### src/rtl/ft245_tx_ctrl.sv
// rtl/ft245_tx_ctrl.sv - FT245 synchronous-FIFO transmit controller
//
// Moves words from a source FIFO (one-cycle read latency) onto the FT245
// write bus through a 2-entry holding buffer, so a byte already requested
// from the FIFO is never lost when the device deasserts TX space.
//
// Optional feature: define FT245_TX_SIWU_EN to build the send-immediate
// (SIWU) FSM. Without it ft_siwu_n is tied high.
//
// Ports:
//   clk          FT245 bus clock, rising edge
//   rst          synchronous active-high reset
//   fifo_empty   source FIFO empty flag
//   fifo_ren     source FIFO read request (combinational)
//   fifo_rdata   source FIFO read data, valid with fifo_rvalid
//   fifo_rvalid  read data valid, one cycle after an accepted fifo_ren
//   ft_txe_n     device TX space available, active-low
//   ft_wr_n      write strobe, active-low
//   ft_data      write data (buffer head)
//   ft_siwu_n    send-immediate strobe, active-low
//   tx_bytes     completed bus transfers, wraps modulo 2^32
//   busy         buffer non-empty or FIFO read in flight

module ft245_tx_ctrl #(
  parameter int DATA_W    = 8,
  parameter int SIWU_IDLE = 16
) (
  input  logic              clk,
  input  logic              rst,
  input  logic              fifo_empty,
  output logic              fifo_ren,
  input  logic [DATA_W-1:0] fifo_rdata,
  input  logic              fifo_rvalid,
  input  logic              ft_txe_n,
  output logic              ft_wr_n,
  output logic [DATA_W-1:0] ft_data,
  output logic              ft_siwu_n,
  output logic [31:0]       tx_bytes,
  output logic              busy
);

  logic [DATA_W-1:0] r_buf [0:1];
  logic              r_head;
  logic              r_tail;
  logic [1:0]        r_count;
  logic              r_ren_q;
  logic [31:0]       r_tx_bytes;

  logic              w_xfer;
  logic              w_push;
  logic              w_busy;
  logic [2:0]        w_inflight;

  assign w_xfer = (r_count != 2'd0) & ~ft_txe_n;
  assign w_push = fifo_rvalid;
  assign w_busy = (r_count != 2'd0) | r_ren_q;

  // Occupancy the buffer will have once the outstanding read lands and this
  // cycle's transfer (if any) leaves; a new read is only safe below 2.
  assign w_inflight = {1'b0, r_count} + {2'b00, r_ren_q} - {2'b00, w_xfer};

  // Strobes are gated with rst so a reset mid-burst never drives a write.
  assign fifo_ren = ~rst & ~fifo_empty & (w_inflight < 3'd2);
  assign ft_wr_n  = ~(w_xfer & ~rst);
  assign ft_data  = r_buf[r_head];
  assign busy     = w_busy & ~rst;
  assign tx_bytes = r_tx_bytes;

  always_ff @(posedge clk) begin
    if (rst) begin
      r_count    <= 2'd0;
      r_head     <= 1'b0;
      r_tail     <= 1'b0;
      r_ren_q    <= 1'b0;
      r_tx_bytes <= 32'd0;
    end else begin
      r_ren_q <= fifo_ren;
      if (w_push) r_tail <= ~r_tail;
      if (w_xfer) begin
        r_head     <= ~r_head;
        r_tx_bytes <= r_tx_bytes + 32'd1;
      end
      if (w_push && !w_xfer)      r_count <= r_count + 2'd1;
      else if (!w_push && w_xfer) r_count <= r_count - 2'd1;
    end
  end

  // Data storage carries no reset; contents after reset are don't-care.
  always_ff @(posedge clk) begin
    if (!rst && w_push) r_buf[r_tail] <= fifo_rdata;
  end

  always @(posedge clk) begin
    assert (SIWU_IDLE >= 1 && SIWU_IDLE <= 255);
    if (!rst) begin
      assert (!(w_push && !w_xfer && r_count == 2'd2));
      assert (!(fifo_rvalid && !r_ren_q));
    end
  end

`ifdef FT245_TX_SIWU_EN
  typedef enum logic [1:0] {S_IDLE, S_ACTIVE, S_WAIT, S_PULSE} siwu_state_t;

  localparam logic [7:0] SIWU_IDLE_8 = SIWU_IDLE[7:0];

  siwu_state_t r_state;
  siwu_state_t w_state_nxt;
  logic [7:0]  r_idle_cnt;

  // Counter is held at 0 outside WAIT, so it is clear on entry to WAIT.
  always_ff @(posedge clk) begin
    if (rst) begin
      r_state    <= S_IDLE;
      r_idle_cnt <= 8'd0;
    end else begin
      r_state <= w_state_nxt;
      if (r_state == S_WAIT) r_idle_cnt <= r_idle_cnt + 8'd1;
      else                   r_idle_cnt <= 8'd0;
    end
  end

  always_comb begin
    w_state_nxt = r_state;
    case (r_state)
      S_IDLE:   if (w_xfer) w_state_nxt = S_ACTIVE;
      S_ACTIVE: if (!w_busy) w_state_nxt = S_WAIT;
      S_WAIT: begin
        if (w_busy)                                w_state_nxt = S_ACTIVE;
        else if (r_idle_cnt + 8'd1 == SIWU_IDLE_8) w_state_nxt = S_PULSE;
      end
      S_PULSE:  w_state_nxt = S_IDLE;
      default:  w_state_nxt = S_IDLE;
    endcase
  end

  always_comb begin
    ft_siwu_n = ~((r_state == S_PULSE) & ~rst);
  end
`else
  assign ft_siwu_n = 1'b1;
`endif

endmodule
### config.mk
export PLATFORM = sky130hd
export DESIGN_NAME = ft245_tx_ctrl
export DESIGN_NICKNAME = d
export VERILOG_FILES = /design/src/rtl/ft245_tx_ctrl.sv
export SDC_FILE = /design/constraint.sdc
export NUM_CORES = 1
export LEC_CHECK = 0
export ABC_AREA = 0
export CAP_MARGIN = 20
export CORE_AREA = 2 2 119 75
export CTS_CLUSTER_SIZE = 40
export DETAILED_ROUTE_END_ITERATION = 7
export DIE_AREA = 0 0 121 77
export PLACE_DENSITY = 0.6
export SLEW_MARGIN = 20
export SYNTH_ARGS = -nofsm -noshare
export SYNTH_HDL_FRONTEND = slang
export SYNTH_SLANG_ARGS = --single-unit
### constraint.sdc
create_clock -name clk -period 3.7 [get_ports clk]
set_input_delay 1.11 -clock clk [delete_from_list [all_inputs] [get_ports clk]]
set_output_delay 1.11 -clock clk [all_outputs]
set_load 0.03 [all_outputs]
# --- Yosys cells after proc, flatten, opt, wreduce, memory -nomap -nowiden ---
# Memory sizes are Yosys's and may differ from the RTL's. A register that Yosys moved wholly into a read port is not among the register bits.
# Index checks and enable logic that the tools add are counted.
classes:
  n_addsub: 5
  magnitude_cmp: 1
  mux: 6
  bitwise_logic: 12
  reduce_logical: 8
ops:
  columns: ["operator", "n"]
  rows:
  - ["32-bit by 1-bit adder with 32-bit output, second input constant", 1]
  - ["1-bit inverter", 6]
  - ["1-bit AND", 5]
  - ["1-bit two-way mux", 4]
  - ["2-bit two-way mux", 2]
  - ["2-bit nonzero test", 2]
  - ["2-bit by 1-bit adder with 3-bit output", 1]
  - ["1-bit logical AND", 3]
  - ["1-bit logical NOT", 3]
  - ["3-bit by 2-bit less-than comparator with 1-bit output, second input constant", 1]
  - ["3-bit by 1-bit subtractor with 3-bit output", 1]
  - ["2-bit by 1-bit adder with 2-bit output, second input constant", 1]
  - ["2-bit by 1-bit subtractor with 2-bit output, second input constant", 1]
  - ["1-bit OR", 1]
word_totals:
  reg_bits: 37
  ramBits: 16
  input_bits: 13
  output_inout_bits: 44
  memories: 1
mem_list:
  columns: ["memory", "words", "width", "rd", "rd_clocked_by_memory_dff", "wr", "line_no", "rtl"]
  rows:
  - ["r_buf", 2, 8, 1, 1, 1, "42", "logic [DATA_W-1:0] r_buf [0:1];"]

# --- Depth between registers and ports, before layout ---
# Gate-level depths: netlist (run 1).
logic_depth:
  depth_word: 5
  depth_mapped: 8
  depth_no_buf: 6

# --- Least setup slack after synthesis (run 1) ---
# No wires, ideal clock.
synth_path:
  path_type: "input to output"
  start: "in ft_txe_n"
  end: "out fifo_ren"
  t_arrival_ns: 3.273
  setup_slack_ns: -0.683
  path_stages: 8
  cell_sequence: "o21ba_1 > buf_6 > buf_2 > inv_1 > nor2_1 > fa_1 > xor2_1 > nor4b_1"
synth_between:
  elab_chain_len: 5
synth_lines:
  columns: ["item", "line_no", "rtl"]
  rows:
  - ["start: declaration", "34", "input logic ft_txe_n,"]
  - ["1-bit inverter", "54", "assign w_xfer = (r_count != 2'd0) & ~ft_txe_n;"]
  - ["1-bit AND", "54", null]
  - ["3-bit by 1-bit subtractor with 3-bit output", "60", "assign w_inflight = {1'b0, r_count} + {2'b00, r_ren_q} - {2'b00, w_xfer};"]
  - ["3-bit by 2-bit less-than comparator with 1-bit output", "63", "assign fifo_ren = ~rst & ~fifo_empty & (w_inflight < 3'd2);"]
  - ["1-bit AND", "63", null]
  - ["end: declaration", "31", "output logic fifo_ren,"]
# Every way passes these cells.

# --- Final worst setup path (run 1) ---
# Ends and elaborated chain as after synthesis.

==> reports/metrics.cfg, run 1 <==
[floorplanning]
ios = 57
die_y_um = 77
die_area_um2 = 9320
fp.dieW_um = 121
floorplan.initialDensity_pct = 29.2
core_um2 = 8230
core.rowCount = 26

[worst_setup_path]
cp-end-kind = output pin
worstPathCellList = clkbuf_2 -> xnor2_1 -> nand2_1 -> fa_2 -> xor2_2 -> nor4b_4 -> buf_6
reg2reg_slack_ps = 1570
crit_path_start_kind = primary input
worst-setup-path-type = in2out
crit_family = simple AND/OR/NAND/NOR gates
worstPathMaxFanout = 2
worst_ep_required_time_ps = 2590
crit_arrival_ps = 2440
max_stage_delay_ps = 380
crit_buf_inv = 2
crit_slowest_cell = fa_2

[clocking]
clock_latency_ps = 290
cts_tree = done
cts_sinks = 54
cts_buffer_depth = 2
path_clk_slew_ps = 70
ctsRootBufferMaster = clkbuf_16
cts_buffers = 5
cts_max_level = 2
postCtsHoldBufs = 0

[sta]
maxSlewHeadroom_pct = 60.1
whs_ps = 490
final.setup_skew_ps = 11.2
grt_setup_unrepaired = no
final-setup-viol-count = 0
timing.fmax_mhz = 282
hold_viol = 0
post-route-period-util_pct = 95.9
worst_slack_ps = 152
tightest_slew_ps = 596
fin_crit_ps = 3550
drv_slew = 0

[drt]
first_pass_iters = 4
wirelength_mm = 5.42
route.detailed.wl_per_inst_um = 13.5
drtAntennaViolNets = 0
drtIter0Drc = 79
vias = 1898
vias_per_cell = 4.75
drcViolationCount = 0

[synthesis]
yosys_warnings = 0
synth_seq_cells = 54
syn-num-nets = 249
synthesis.area_um2 = 2400
syn_avg_cell_area_um2 = 10.3
netlist_instances = 233
synth-seq-area-share_pct = 51.7
synth.distinct_cells = 34

[grt]
grt_pass1_wl_mm = 9.07
gr-total-overflow = 0
grt_pass1_vias = 1787
grt_max_degree = 41
antenna_found_initial = 0
grt_usage_pct = 12.2

[worst_hold_path]
hp-class = reg2reg

[status]
status = finished clean

[place]
hpwl_mm = 3.91
place_inst = 391
gp_congestion = 0.763
dpl_worst_slack_ps = -277
io_buffers = 55

[layout]
nets = 303
instances_no_fill = 400
drive_gt1_share_pct = 12.5
diodes = 0
fill_cells = 809
synthToLayoutAreaGrowth_pct = 35.4

[flow_run]
maxCapViolCount = 0

[pwr]
power.total_mw = 1.70
power.leakage_nw = 1.06
peakVddDrop_mv = 0.342
power.density_nw_per_um2 = 522

[area by class of cell]
class                   count  area [um^2]  area share (%)
flip-flops and latches     54         1240            38.2
multi-input cells         160         1090            33.6
repair buffers             61          587            18.0
well taps                 112          140            4.31
clock buffers               5          125            3.85
clock inverters             3         43.8            1.35
inverters                   5         21.3           0.654
[through the flow]
| stage | area, um^2 | utilization (%) | TNS [ps] |
|---|---|---|---|
| 4_1_cts | 3260 | 39.6 | 0 |
| 5_1_grt | 3250 | 39.5 | 0 |
| 6_report | 3250 | 39.5 | 0 |
| 2_1_floorplan | 2440 | - | 0 |
| 3_3_place_gp | 3070 | 37.3 | -251 |
| 3_5_place_dp | 3070 | 37.3 | -277 |
[final timing paths]
check                     from           end  depth (start not counted)
setup / recovery      ft_txe_n      fifo_ren                          7
hold / removal    tx_bytes[31]  tx_bytes[31]                          2
setup reg to reg   tx_bytes[7]  tx_bytes[31]                          4
hold reg to reg   tx_bytes[31]  tx_bytes[31]                          2
[power breakdown]
part	internal, mW	total, mW	switching, mW
Clock	0.321	0.529	0.209
Sequential	0.649	0.705	0.0555
Combinational	0.232	0.462	0.230
Total	1.20	1.70	0.495
[worst register-to-register path: cells and delay by family (launching register included)]
kind / cells / cell delay [ps]
AOI/OAI and AO/OA: 1 / 150
DFF: 1 / 420
and+or+nand+nor: 3 / 1500
[kinds of logic after synthesis]
group | count (synthesis) | synth area share (%)
adder cells (fa/ha/maj) | 3 | 1.87
AND/OR/NAND/NOR | 86 | 21.5
buffers and inverters | 19 | 4.22
XOR/XNOR | 16 | 5.83
flip-flops | 54 | 51.7
other | 1 | 0.156
multiplexers | 8 | 3.75
AO/OA/AOI/OAI | 46 | 11.0
[metal layers]
metal,track usage (%),up-vias,wire (um)
met5,0,-,0
met4,3.72,0,69
met3,3.65,8,240
met2,17.0,32,2300
met1,17.9,891,2810
li1,-,967,-
[cell usage after synthesis (all sizes together)]
cell | number | share of area [%]
a21oi | 23 | 4.8
and3 | 5 | 1.3
and3b | 1 | 0.36
and4 | 6 | 2.2
buf | 7 | 2.3
clkbuf | 7 | 1.1
conb | 1 | 0.16
dfxtp | 38 | 32
edfxtp | 16 | 20
fa | 1 | 0.83
ha | 2 | 1.0
inv | 5 | 0.78
mux2 | 8 | 3.8
nand2 | 14 | 2.2
nand2b | 1 | 0.26
nand3 | 8 | 2.4
nand4 | 9 | 2.6
nor2 | 16 | 2.5
nor3 | 1 | 0.21
nor3b | 1 | 0.31
nor4b | 2 | 0.73
o21ai | 10 | 2.1
o21ba | 1 | 0.42
o31ai | 12 | 3.8
or3 | 10 | 2.6
or4 | 12 | 3.8
xnor2 | 5 | 1.8
xor2 | 11 | 4.0
[sequential cells by signal (all words and copies together), names as in the netlist, named ones only]
register,cells
r_buf,16
tx_bytes,32
r_tail,1
r_head,1
r_ren_q,1
r_count,2
[timing repair]
| item | 4_1_cts | 5_1_grt |
|---|---|---|
| setup endpoints to repair | 1 | 1 |
| pin swaps | 2 | 3 |
| setup buffers | 1 | 0 |
| gates resized for setup | 4 | 2 |
[cell usage in the layout (no fill, tap or decap), types with 6 or more instances in the layout]
| master | Yosys | layout |
|---|---|---|
| edfxtp_1 | 16 | 16 |
| clkdlybuf4s50_1 | 0 | 51 |
| o31ai_1 | 12 | 12 |
| nand3_1 | 6 | 6 |
| nand4_1 | 8 | 8 |
| or4_1 | 12 | 12 |
| nor2_1 | 16 | 15 |
| xor2_1 | 11 | 10 |
| mux2_2 | 8 | 8 |
| a21oi_1 | 23 | 23 |
| buf_4 | 1 | 8 |
| or3_1 | 10 | 10 |
| nand2_1 | 14 | 14 |
| o21ai_0 | 10 | 10 |
| dfxtp_1 | 38 | 38 |
(Power assumes the default switching activity.)
==> run 2, diff against run 1 <==
Settings changed: PLACE_DENSITY 0.6 to unset.
==> results of run 2 <==
Same layout as run 1: the final DEF is identical, and so are final timing and power.
